[config.mk]
export PLATFORM = sky130hd
export DESIGN_NAME = servo_pwm_array
export DESIGN_NICKNAME = d
export VERILOG_FILES = /design/src/rtl/servo_pwm_array.sv
export SDC_FILE = /design/constraint.sdc
export NUM_CORES = 1
export LEC_CHECK = 0
export BUFFER_PORTS_ARGS = -buffer_cell sky130_fd_sc_hd__buf_2
export CORE_MARGIN = 2
export CORE_UTILIZATION = 35
export DETAILED_ROUTE_END_ITERATION = 10
export GPL_ROUTABILITY_DRIVEN = 0
export SETUP_SLACK_MARGIN = 0.5
export SLEW_MARGIN = 10
export SYNTH_ARGS = -nofsm -noshare
export SYNTH_HDL_FRONTEND = slang
export SYNTH_SLANG_ARGS = --single-unit
[constraint.sdc]
create_clock -name clk25mhz -period 5.58 [get_ports clk25mhz]
set_input_delay 1.116 -clock clk25mhz [delete_from_list [all_inputs] [get_ports clk25mhz]]
set_output_delay 1.116 -clock clk25mhz [all_outputs]
set_load 0.05 [all_outputs]
[src/rtl/servo_pwm_array.sv]
// rtl/servo_pwm_array.sv - multi-channel servo PWM driven from one shared frame counter
// Optional: define SERVO_ARRAY_SLEW_LIMIT_EN to rate-limit duty-code changes per frame.
module servo_pwm_array #(
    parameter int NUM_CH       = 4,
    parameter int DUTY_W       = 10,
    parameter int SYS_FREQ_MHZ = 25,
    parameter int PERIOD_US    = 20000,
    parameter int MIN_PULSE_US = 1000,
    parameter int MAX_PULSE_US = 2000,
    parameter int SLEW_STEP    = 8,
    localparam int CHW         = (NUM_CH > 1) ? $clog2(NUM_CH) : 1
) (
    input  logic              clk25mhz,
    input  logic              reset,
    input  logic              wr_en,
    input  logic [CHW-1:0]    wr_ch,
    input  logic [DUTY_W-1:0] wr_duty,
    input  logic [NUM_CH-1:0] ch_enable,
    output logic [NUM_CH-1:0] servo_out,
    output logic              frame_start,
    output logic [NUM_CH-1:0] pending
);

    localparam int PERIOD_TICKS = PERIOD_US * SYS_FREQ_MHZ;
    localparam int MIN_TICKS    = MIN_PULSE_US * SYS_FREQ_MHZ;
    localparam int SPAN_TICKS   = (MAX_PULSE_US - MIN_PULSE_US) * SYS_FREQ_MHZ;
    localparam int TW           = $clog2(PERIOD_TICKS + 1);
    localparam int PW           = DUTY_W + $clog2(SPAN_TICKS + 1);
`ifdef SERVO_ARRAY_SLEW_LIMIT_EN
    localparam int STEP_LIM     = SLEW_STEP;
`else
    // A step wider than the whole code range makes every update a direct jump.
    localparam int STEP_LIM     = SLEW_STEP + (1 << DUTY_W);
`endif

    logic [TW-1:0]     cnt_q, cnt_d;
    logic              frame_start_q, frame_start_d;
    logic [NUM_CH-1:0] servo_q, servo_d;
    logic [NUM_CH-1:0] run_q, run_d;
    logic [NUM_CH-1:0] pending_q, pending_d;
    logic [DUTY_W-1:0] pend_code_q [NUM_CH];
    logic [DUTY_W-1:0] pend_code_d [NUM_CH];
    logic [DUTY_W-1:0] act_code_q  [NUM_CH];
    logic [DUTY_W-1:0] act_code_d  [NUM_CH];
    logic [PW-1:0]     prod        [NUM_CH];
    logic [TW-1:0]     act_ticks   [NUM_CH];
    int                diff        [NUM_CH];
    logic              boundary;

    // Full-width product before the shift keeps the span exact.
    always_comb begin
        for (int i = 0; i < NUM_CH; i++) begin
            prod[i]      = PW'(act_code_q[i]) * PW'(SPAN_TICKS);
            act_ticks[i] = TW'(MIN_TICKS) + TW'(prod[i] >> DUTY_W);
        end
    end

    always_comb begin
        boundary      = (cnt_q == TW'(PERIOD_TICKS - 1));
        cnt_d         = boundary ? '0 : cnt_q + TW'(1);
        frame_start_d = (cnt_q == '0);
        // A channel may only start driving at counter 0; any disable kills it until then.
        run_d         = (cnt_q == '0) ? ch_enable : (run_q & ch_enable);
        for (int i = 0; i < NUM_CH; i++) begin
            servo_d[i] = run_d[i] && (cnt_q < act_ticks[i]);
        end
    end

    always_comb begin
        pending_d = pending_q;
        for (int i = 0; i < NUM_CH; i++) begin
            pend_code_d[i] = pend_code_q[i];
            act_code_d[i]  = act_code_q[i];
            diff[i]        = int'(pend_code_q[i]) - int'(act_code_q[i]);
            if (boundary && pending_q[i]) begin
                if (diff[i] > STEP_LIM) begin
                    act_code_d[i] = DUTY_W'(int'(act_code_q[i]) + STEP_LIM);
                end else if (diff[i] < -STEP_LIM) begin
                    act_code_d[i] = DUTY_W'(int'(act_code_q[i]) - STEP_LIM);
                end else begin
                    act_code_d[i] = pend_code_q[i];
                end
                pending_d[i] = (diff[i] > STEP_LIM) || (diff[i] < -STEP_LIM);
            end
            // A write in the boundary cycle lands after the transfer above.
            if (wr_en && (int'(wr_ch) == i)) begin
                pend_code_d[i] = wr_duty;
                pending_d[i]   = 1'b1;
            end
        end
    end

    always_ff @(posedge clk25mhz or negedge reset) begin
        if (!reset) begin
            cnt_q         <= '0;
            frame_start_q <= 1'b0;
            servo_q       <= '0;
            run_q         <= '0;
            pending_q     <= '0;
            for (int i = 0; i < NUM_CH; i++) begin
                pend_code_q[i] <= '0;
                act_code_q[i]  <= '0;
            end
        end else begin
            cnt_q         <= cnt_d;
            frame_start_q <= frame_start_d;
            servo_q       <= servo_d;
            run_q         <= run_d;
            pending_q     <= pending_d;
            for (int i = 0; i < NUM_CH; i++) begin
                pend_code_q[i] <= pend_code_d[i];
                act_code_q[i]  <= act_code_d[i];
            end
        end
    end

    assign servo_out   = servo_q;
    assign frame_start = frame_start_q;
    assign pending     = pending_q;

endmodule

# Word-level counts from Yosys, hierarchy flattened
# Index checks and enable logic that the tools add are counted.
# op_classes
add_sub_neg	17
mul	4
n_div	0
magnitude_cmp	12
eq_ne	4
n_shift	0
muxes	18
bitwise	1
reduce_logical	22
# ops
op	n
10-bit by 12-bit multiplier with 22-bit output, second input constant	4
10-bit 2-to-1 mux	8
19-bit by 16-bit less-than comparator with 1-bit output	4
15-bit by 15-bit adder with 16-bit output, first input constant	4
11-bit by 12-bit > comparator with 1-bit output, second input constant	4
11-bit by 12-bit less-than comparator with 1-bit output, second input constant	4
10-bit by 10-bit subtractor with 11-bit output	4
10-bit by 4-bit adder with 10-bit output, second input constant	4
10-bit by 4-bit subtractor with 10-bit output, second input constant	4
19-bit by 1-bit adder with 19-bit output, second input constant	1
19-bit == test, second input constant	1
19-bit zero test	1
19-bit 2-to-1 mux	1
1-bit logical AND	12
1-bit 2-to-1 mux	8
2-bit nonzero test	4
4-bit bitwise AND	1
2-bit == test, second input constant	2
1-bit logical OR	4
4-bit 2-to-1 mux	1
2-bit by 1-bit == test with 1-bit output, second input constant	1
2-bit zero test	1
# totals
reg_bits	112
latchBits	0
ramBits	0
rom_bits	0
inputBits	19
out_inout_bits	9
wordCells	94
n_memories	0

# Depth between registers and ports, before layout
# Gate-level depths: netlist of run 1.
# depth
depth_word	5
depth_mapped	28
mapped_depth_nobuf	27

# Worst setup path after synthesis of run 1
# No wires, ideal clock.
# synth_path
kind	register to register
start	reg act_code_q[5] in the netlist's numbering
end	reg servo_q[3] (netlist: servo_out[3])
setup_ns	0.101
arrival_ns	5.605
required_time_ns	5.479
setup_slack_ns	-0.126
path_stages_with_launch	21
n_path_buf	0
period_less_slack_ns	5.706
cell_sequence	dfrtp_1 -> ha_1 -> fa_1 -> fa_1 -> ha_1 -> fa_1 -> ha_1 -> a21o_1 -> a2111oi_4 -> o31ai_1 -> and2b_4 -> o21a_1 -> o2111a_1 -> mux2_4 -> a221oi_2 -> xor2_1 -> ha_1 -> nor2b_1 -> o21ai_0 -> nand2_1 -> nor4_1
# synth_between
elab_chain_len	4
# synth_lines
element	line_no	rtl
start, declared	43	logic [DUTY_W-1:0] act_code_q [NUM_CH];
start signal, assigned by index	112	act_code_q[i] <= act_code_d[i];
10-bit by 12-bit multiplier with 22-bit output	53	prod[i] = PW'(act_code_q[i]) * PW'(SPAN_TICKS);
15-bit by 15-bit adder with 16-bit output	54	act_ticks[i] = TW'(MIN_TICKS) + TW'(prod[i] >> DUTY_W);
19-bit by 16-bit less-than comparator with 1-bit output	65	servo_d[i] = run_d[i] && (cnt_q < act_ticks[i]);
1-bit logical AND	65	
net servo_d[3]	38	logic [NUM_CH-1:0] servo_q, servo_d;
end signal, assigned	107	servo_q <= servo_d;
end, declared	38	
# The timed path passes the listed nets, and every way through them passes these cells.
# A chain may end at the register's enable or synchronous reset.

# Final worst setup path of run 1
# Ends and elaborated chain as after synthesis.

==> out/qor.txt, run 1 <==
Worst-path clk slew - 90 ps
Seq/Total Area, Yosys - 0.1947
switching share of power - 0.2721
CTS tree - yes
setup ws final - -131.1 ps
dominant cells by area after synthesis - ha_1, dfrtp_1, fa_1
DRT Pass-1 Iters - 5
DRC viols - 0
I/O pin count - 28
Internal - 1.243 mW
gr usage total - 0.1737
via-per-instance ratio - 4.957
Worst Reg-to-Reg Cells - 24
Worst R2R Start - act_code_q[5]
Final Hold Vio Count - 0
Distinct cells, synth - 79
Antenna Nets Post-Route - 0
synth warn - 0
DIE HEIGHT - 206.8 µm
largest net degree at the start of global routing - 72
Max Fclk - 175.1 MHz
power share of the clock group - 0.413
HP Class - reg -> reg
Critical R2R Capture - servo_out[3]
Net count, final - 2135
Max-cap violations - 0
hpwl dp - 29210 µm
Worst Hold Depth - 1
htree depth - 3
#FFs+latches synth - 112
Slew headroom - 0.2717
Worst Setup SP - act_code_q[5]
Synth Net Count - 1870
Layout area overhead - 27.84%
initial DRC count - 363
Main synth FF type - dfrtp_1
cell taking the most area after synthesis - ha_1
top cell type's share of synthesized area - 0.3025
RSZ-0062 raised after global routing - yes
final wirelength - 36050 µm
first-pass GRT wire length - 58990 µm
Clock Skews - 21.47 ps
Worst-Margin Slew - 1082 ps
Starting Density - 0.3533
Reg power frac - 0.533
Tmin final - 5711 ps
Leak - 10.12 nW
vias in the first global route - 11614
Critical Path End Type - flop
CTS sink cnt - 112
share of post-route cells with drive strength above 1 - 0.3239
Port Buf Inserts - 27
detailed-route via count - 11073
worst-case clock buffer depth - 2
Final Cycle Share - 1.023
Skew-Pair Late Insertion Delay - 380 ps
Die Wd - 206.8 µm
# setup viols final - 4
worst setup path endpoint - servo_out[3]
status - finished, violations left
routed len/inst - 16.14 µm
Post-synth EDFFs - 0
synth cell count leaders - ha_1, inv_1, dfrtp_1
failing checks - setup timing
Row Count - 74
post-synthesis instance total - 1431
CP Class - reg -> reg
combinational share of power - 0.055
CP arrival - 5990 ps
worst vdd ir - 0.1748 mV
Pwr per Cell Area - 92.82 nW/µm²
antenna violations before repair - 2
CTS buffer count - 9
filler cell count - 3816
cell with the most instances after synthesis - ha_1
register area - 2816 µm²
core area - 40740 µm²
max-slew violation count - 0
FFs w/ async S/R, synth - 1.000
Root Buffer Master - clkbuf_16
Finished Core Util - 0.4517
Avg Cell Area, Syn - 10.06 µm²
critical path peak fanout - 5
switching power - 0.4648 mW
Synth Cell Area - 14390 µm²
flop-to-flop setup slack - -130 ps
area of the multi-input gates - 11970 µm²
nature of the critical path startpoint - flop
die area - 42760 µm²
total power - 1.708 mW
hold_buf cts - 0
Hold Slack - 494.1 ps
worst endpoint required time - 5860 ps
GRT overflow - 0
## registers in the layout, indices dropped and copies added, names as in the netlist
name         flops
pending          4
servo_out        4
run_q            4
cnt_q           19
act_code_q      40
pend_code_q     40
frame_start      1
## worst max-delay path: stages (launching register included)
cell	delay (ps)
dfrtp_2	450
ha_4	260
fa_1	540
fa_1	430
ha_1	310
fa_1	540
ha_4	220
a21o_4	230
a2111oi_4	350
nor2_2	120
buf_4	160
xnor2_1	120
ha_1	290
inv_1	40
ha_1	290
a21o_1	160
a21oi_1	160
nor2b_1	70
o21ai_1	160
nand2b_1	70
a21oi_1	140
nor2b_1	60
o21ai_0	150
a21oi_1	80
nor4_1	220
## cells by family (layout without fill, tap and decap cells)
logic type / count (synthesis) / in the layout / synth area share
adders and majority gates: 420 / 420 / 0.4026
buffers and inverters: 189 / 459 / 0.04955
DFF: 112 / 112 / 0.1947
AOI/OAI and AO/OA: 233 / 233 / 0.1188
xor gates and xnor gates: 115 / 115 / 0.06998
muxes: 88 / 88 / 0.06850
and+or+nand+nor: 274 / 274 / 0.09579
other: 0 / 1 / 0
## final cells by class
type | count | share of cell area
repair buffers | 274 | 0.1085
multi-input cells | 1130 | 0.6503
well taps | 532 | 0.03617
clock buffers | 9 | 0.01224
diodes | 1 | 0.0001360
clock inverters | 7 | 0.005168
flip-flops and latches | 112 | 0.1531
inverters | 169 | 0.03447
## per-layer routing
layer / vias up / global-route usage / wire length [µm] / part of all wire
li1: 5605 / - / - / -
met4: 2 / 0.02938 / 358 / 0.0099
met3: 26 / 0.01931 / 699 / 0.019
met2: 94 / 0.3133 / 18050 / 0.50
met1: 5346 / 0.2265 / 16920 / 0.47
met5: - / 0 / 13 / 0.00036
## placed cells by master, fill, tap and decap left out, types with 5 or more instances in the layout
master and instances:
nor3_2 5, nand4_1 14, a21o_1 37, fa_2 10, o21ai_0 24, mux2i_1 6
xor2_1 48, nor2_1 68, mux2_2 80, clkbuf_16 9, buf_4 247, ha_4 42
nand3b_1 7, nand2_1 60, ha_1 303, nor4_1 5, and2_1 5, buf_2 26
and3_1 12, xnor2_2 5, or2_2 6, fa_1 62, inv_2 6, o21ai_1 11
o21a_1 12, inv_1 163, o21bai_1 7, o21ai_2 5, dfrtp_1 101, nand3_1 23
a21oi_1 36, nor3_1 16, dfrtp_2 11, a21oi_2 21, or3_1 5, nand2b_1 5
xnor2_1 57, nor2b_1 13
## repair_timing
| item | in CTS | in global routing |
|---|---|---|
| buffers inserted | 16 | 12 |
| hold endpoints to repair | 0 | 0 |
| setup endpoints to repair | 4 | 4 |
| pin swaps | 58 | 35 |
| gates resized for setup | 77 | 54 |
| cloned | 0 | 0 |
## metrics by stage
| stage | setup WS (ps) | TNS (ps) | instance area, µm² | std cells |
|---|---|---|---|---|
| after floorplan | 17.03 | 0 | 14720 | 1431 |
| after global placement | -198.3 | -682.4 | 17060 | 2189 |
| after detailed placement | -287.4 | -1067 | 17060 | 2189 |
| after CTS | -104.5 | -219.0 | 17990 | 2221 |
| after global routing | -453.1 | -1409 | 18400 | 2233 |
| final | -131.1 | -286.9 | 18400 | 2234 |
## how the worst min path moves through the flow
stage	start	endpoint	slack [ps]
floorplan	run_q[1]	run_q[1]	460
global placement	run_q[0]	run_q[0]	480
detailed placement	run_q[0]	run_q[0]	480
CTS	run_q[0]	run_q[0]	500
global route	run_q[0]	run_q[0]	510
finish	run_q[0]	run_q[0]	490
## power groups by stage
| stage | Combinational (mW) | Clock, mW | Sequential, mW |
|---|---|---|---|
| 6_report | 0.0934 | 0.705 | 0.910 |
| 5_1_grt | 0.103 | 0.759 | 0.915 |
| 4_1_cts | 0.0956 | 0.730 | 0.909 |
| 3_5_place_dp | 0.0946 | 0 | 0.925 |
| 3_3_place_gp | 0.0912 | 0 | 0.924 |
| 2_1_floorplan | 0.0562 | 0 | 0.899 |
(Power assumes the default switching activity.)
==> run 2: changes to the inputs <==
--- a/config.mk
+++ b/config.mk
@@ -10,6 +10,8 @@
 export CORE_UTILIZATION = 35
 export DETAILED_ROUTE_END_ITERATION = 10
 export GPL_ROUTABILITY_DRIVEN = 0
+export PLACE_DENSITY = 0.54
+export RECOVER_POWER = 100
 export SETUP_SLACK_MARGIN = 0.5
 export SLEW_MARGIN = 10
 export SYNTH_ARGS = -nofsm -noshare
==> out/qor.txt, run 2 (synthesis gave the netlist of run 1 again) <==
failing checks - capacitance limit, slew limit, setup timing
n_diodes - 0
placed cells - 2230
antenna violations before repair - 1
CP max stage delay - 550 ps
Worst-path clk slew - 90 ps
Critical Path End Type - flop
Pwr per Cell Area - 87.65 nW/µm²
worst-case clock buffer depth - 2
hpwl dp - 29110 µm
Slew headroom - -1.362
Max-cap violations - 2
CTS tree - yes
Net count, final - 2188
most frequent cells in the layout - buf_4, ha_1, inv_1
Post-Layout Cell Count - 2286
CTS sink cnt - 112
Worst R2R Start - act_code_q[5]
CP Class - reg -> reg
CP arrival - 6180 ps
Antenna Nets Post-Route - 0
Leak - 10.33 nW
status - finished, violations left
RSZ-0062 raised after global routing - yes
worst slack, placed - -342.4 ps
worst endpoint required time - 5870 ps
htree depth - 3
Max Fclk - 169.6 MHz
Skew-Pair Late Insertion Delay - 380 ps
total power - 1.679 mW
worst vdd ir - 0.1514 mV
DIE HEIGHT - 206.8 µm
Total Neg Setup Slack - -408.6 ps
Port Buf Inserts - 27
hold_buf cts - 0
Worst-Margin Slew - 3544 ps
Slowest cell on crit path - fa_1
initial DRC count - 375
I/O pin count - 28
critical path peak fanout - 5
routed len/inst - 16.10 µm
first-pass GRT wire length - 58950 µm
Final Cycle Share - 1.057
Layout area overhead - 33.06%
Clock Skews - 8.648 ps
nature of the critical path startpoint - flop
share of post-route cells with drive strength above 1 - 0.3563
Root Buffer Master - clkbuf_16
HP Class - reg -> reg
Top Registers - act_code_q: 40 flops, pend_code_q: 40 flops, cnt_q: 19 flops
Die Wd - 206.8 µm
Final Hold Vio Count - 0
DRC viols - 0
Starting Density - 0.3533
gr usage total - 0.1757
core area - 40740 µm²
vias in the first global route - 11809
detailed-route via count - 11316
# setup viols final - 3
DRT Pass-1 Iters - 6
setup ws final - -316.4 ps
CP cell instances - ha_4, fa_1, fa_1, ha_4, fa_1, ha_4, a21o_4, a2111oi_4, buf_4, o31ai_4, and2b_4, o21a_1, o2111a_1, buf_4, a21o_1, a221oi_2, xor2_1, ha_1, nor2b_1, o21ai_1, nand2_1, nor4_2
max-slew violation count - 79
largest net degree at the start of global routing - 67
Worst Reg-to-Reg Cells - 22
CTS buffer count - 9
worst hold start - pend_code_q[26]
worst hold endpoint - act_code_q[26]
GRT overflow - 0
most common cell after layout, fill and taps aside - buf_4
die area - 42760 µm²
final wirelength - 36820 µm
flop-to-flop setup slack - -320 ps
Critical R2R Capture - servo_out[3]
via-per-instance ratio - 4.950
Worst Hold Depth - 1
Row Count - 74
Tmin final - 5896 ps
-- run 2: worst max path at each step --
stage | startpoint | endpoint | slack [ps] | cells after the start
3_3_place_gp | act_code_q[6] | servo_out[3] | -380 | 22
5_1_grt | act_code_q[5] | servo_out[3] | -550 | 22
6_report | act_code_q[5] | servo_out[3] | -320 | 22
4_1_cts | act_code_q[5] | servo_out[3] | -160 | 20
2_1_floorplan | act_code_q[16] | servo_out[2] | 20 | 21
3_5_place_dp | act_code_q[16] | servo_out[2] | -340 | 23
-- run 2: report_power, final --
group	total, mW	switching [mW]	leakage, nW	internal (mW)
registers	0.895	0.0294	1.42	0.866
clock network	0.687	0.364	0.147	0.323
logic	0.0962	0.0476	8.77	0.0486
total	1.68	0.441	10.3	1.24
-- run 2: critical path, delay by kind of cell (launching register included) --
kind | cells | cell delay [ps]
AO/OA/AOI/OAI | 8 | 1640
XOR/XNOR | 1 | 200
adder cells (fa/ha/maj) | 7 | 2530
buffers and inverters | 2 | 360
flip-flops | 1 | 460
AND/OR/NAND/NOR | 4 | 590
-- run 2: layout make-up --
type | instances | area (µm²)
Timing Repair Buffer | 327 | 2394
Inverter | 169 | 634.4
Clock inverter | 7 | 85.08
Fill cell | 3821 | 21590
Multi-Input combinational cell | 1130 | 12330
Clock buffer | 9 | 225.2
Tap cell | 532 | 665.6
Sequential cell | 112 | 2821
-- run 2: stage by stage --
step	utilization	instance area (µm²)	hold slack (ps)
finish	0.4701	19150	502.7
global route	0.4701	19150	516.5
CTS	0.4537	18480	506.2
detailed placement	0.4264	17370	487.2
global placement	0.4264	17370	480.4
floorplan	-	14720	462.1
-- run 2: metal layers --
layer | up-vias | track usage | part of all wire
met5 | - | 0 | 0
met4 | 0 | 0.04382 | 0.023
met3 | 46 | 0.02559 | 0.028
met2 | 136 | 0.3152 | 0.50
met1 | 5421 | 0.2210 | 0.45
li1 | 5713 | - | -
-- run 2: what timing repair did --
item                                    4_1_cts  5_1_grt
gates resized for setup                      96       93
setup buffers                                22       18
pin swaps                                    72       82
endpoints found under the setup margin        4        4
==> run 3: changes to the inputs <==
==> constraint.sdc (replaced) <==
create_clock -name clk25mhz -period 4.73 [get_ports clk25mhz]
set_input_delay 0.946 -clock clk25mhz [delete_from_list [all_inputs] [get_ports clk25mhz]]
set_output_delay 0.946 -clock clk25mhz [all_outputs]
set_load 0.05 [all_outputs]
==> out/qor.txt, run 3 (synthesis gave the netlist of run 1 again) <==
hpwl dp - 29130 µm
Worst R2R Start - act_code_q[5]
initial DRC count - 398
Final Cycle Share - 1.206
# setup viols final - 4
Leak - 10.63 nW
RSZ-0062 raised after global routing - yes
switching share of power - 0.2456
Starting Density - 0.3533
flop-to-flop setup slack - -970 ps
worst slack, placed - -1341 ps
switching power - 0.4891 mW
final instance area - 19460 µm²
Antenna Nets Post-Route - 0
Die Wd - 206.8 µm
placed cells - 2280
Critical R2R Capture - servo_out[3]
n_diodes - 0
power share of the clock group - 0.413
Max Fclk - 175.3 MHz
Worst Hold Depth - 1
worst hold endpoint - run_q[2]
largest net degree at the start of global routing - 92
dpl cell area - 17760 µm²
first-pass GRT wire length - 58910 µm
Port Buf Inserts - 27
Pwr per Cell Area - 102.3 nW/µm²
filler cell count - 3808
CP arrival - 5990 ps
Worst-Margin Slew - 2212 ps
Reg power frac - 0.531
CTS tree - yes
combinational share of power - 0.056
via-per-instance ratio - 4.942
DRC viols - 0
CTS sink cnt - 112
Tmin final - 5703 ps
die area - 42760 µm²
gr usage total - 0.1738
detailed-route via count - 11545
I/O pin count - 28
Worst Reg-to-Reg Cells - 20
Max-cap violations - 2
Layout area overhead - 35.21%
worst endpoint required time - 5010 ps
Net count, final - 2238
Final Hold Vio Count - 0
CP Class - reg -> reg
Top Registers - act_code_q: 40 flops, pend_code_q: 40 flops, cnt_q: 19 flops
Root Buffer Master - clkbuf_16
Skew-Pair Late Insertion Delay - 370 ps
share of post-route cells with drive strength above 1 - 0.3703
CTS buffer count - 9
Slew headroom - -0.4748
DIE HEIGHT - 206.8 µm
DRT Pass-1 Iters - 4
final wirelength - 36420 µm
Hold Slack - 498.6 ps
worst hold start - run_q[2]
most common cell after layout, fill and taps aside - buf_4
Internal - 1.502 mW
max-slew violation count - 104
worst vdd ir - 0.1796 mV
Clock Skews - 10.06 ps
nature of the critical path startpoint - flop
critical path peak fanout - 5
routed len/inst - 15.59 µm
setup ws final - -973.2 ps
failing checks - capacitance limit, slew limit, setup timing
Post-Layout Cell Count - 2336
Critical Path End Type - flop
vias in the first global route - 11858
Worst-path clk slew - 80 ps
status - finished, violations left
antenna violations before repair - 3
htree depth - 3
worst-case clock buffer depth - 2
HP Class - reg -> reg
GRT overflow - 0
Total Neg Setup Slack - -3694 ps
core area - 40740 µm²
Row Count - 74
most frequent cells in the layout - buf_4, ha_1, inv_1
run 3: per-layer routing:
metal,up-vias,GRT usage,wire length [µm]
met5,-,0,0
met4,0,0.03191,618
met3,34,0.02418,940
met2,130,0.3208,18550
met1,5560,0.2164,16320
li1,5821,-,-
run 3: what timing repair did:
action / 4_1_cts / 5_1_grt
resized for setup: 108 / 73
pin swaps: 96 / 75
hold buffers: 0 / 0
setup buffers: 23 / 17
endpoints found under the setup margin: 4 / 4
run 3: how the worst max path moves through the flow:
| stage | start | to | slack [ps] | depth (start not counted) |
|---|---|---|---|---|
| 3_5_place_dp | act_code_q[6] | servo_out[3] | -1340 | 22 |
| 4_1_cts | act_code_q[5] | servo_out[3] | -1000 | 20 |
| 2_1_floorplan | act_code_q[16] | servo_out[2] | -830 | 21 |
| 3_3_place_gp | act_code_q[6] | servo_out[3] | -1160 | 22 |
| 6_report | act_code_q[5] | servo_out[3] | -970 | 20 |
| 5_1_grt | act_code_q[5] | servo_out[3] | -1260 | 21 |
run 3: layout make-up:
class / instances / area, µm² / area share
multi-input cells: 1130 / 12270 / 0.6307
repair buffers: 377 / 2760 / 0.1418
inverters: 169 / 634.4 / 0.03259
well taps: 532 / 665.6 / 0.03420
clock buffers: 9 / 225.2 / 0.01157
flip-flops and latches: 112 / 2819 / 0.1448
clock inverters: 7 / 83.83 / 0.004307
run 3: worst max-delay path: stages (launching register included):
cell and delay (ps):
dfrtp_2 460, ha_4 260, fa_1 530, fa_1 430
ha_1 320, fa_1 540, ha_4 220, a21o_4 230
a2111oi_4 430, o31ai_1 110, and2b_4 180, o21a_1 220
o2111a_1 280, mux2_4 260, a221oi_2 270, xor2_1 170
ha_1 250, nor2b_1 130, o21ai_1 130, nand2_1 80
nor4_2 120
run 3: power groups by stage:
stage               Combinational (mW)  Sequential [mW]  Clock, mW
CTS                              0.117             1.06      0.836
global placement                 0.114             1.07          0
floorplan                       0.0663             1.06          0
finish                           0.112             1.06      0.823
global route                     0.125             1.06      0.873
detailed placement               0.117             1.08          0
run 3: metrics by stage:
stage,total power [mW],utilization
2_1_floorplan,1.126,-
3_3_place_gp,1.187,0.4359
3_5_place_dp,1.193,0.4359
4_1_cts,2.009,0.4637
5_1_grt,2.063,0.4777
6_report,1.991,0.4777
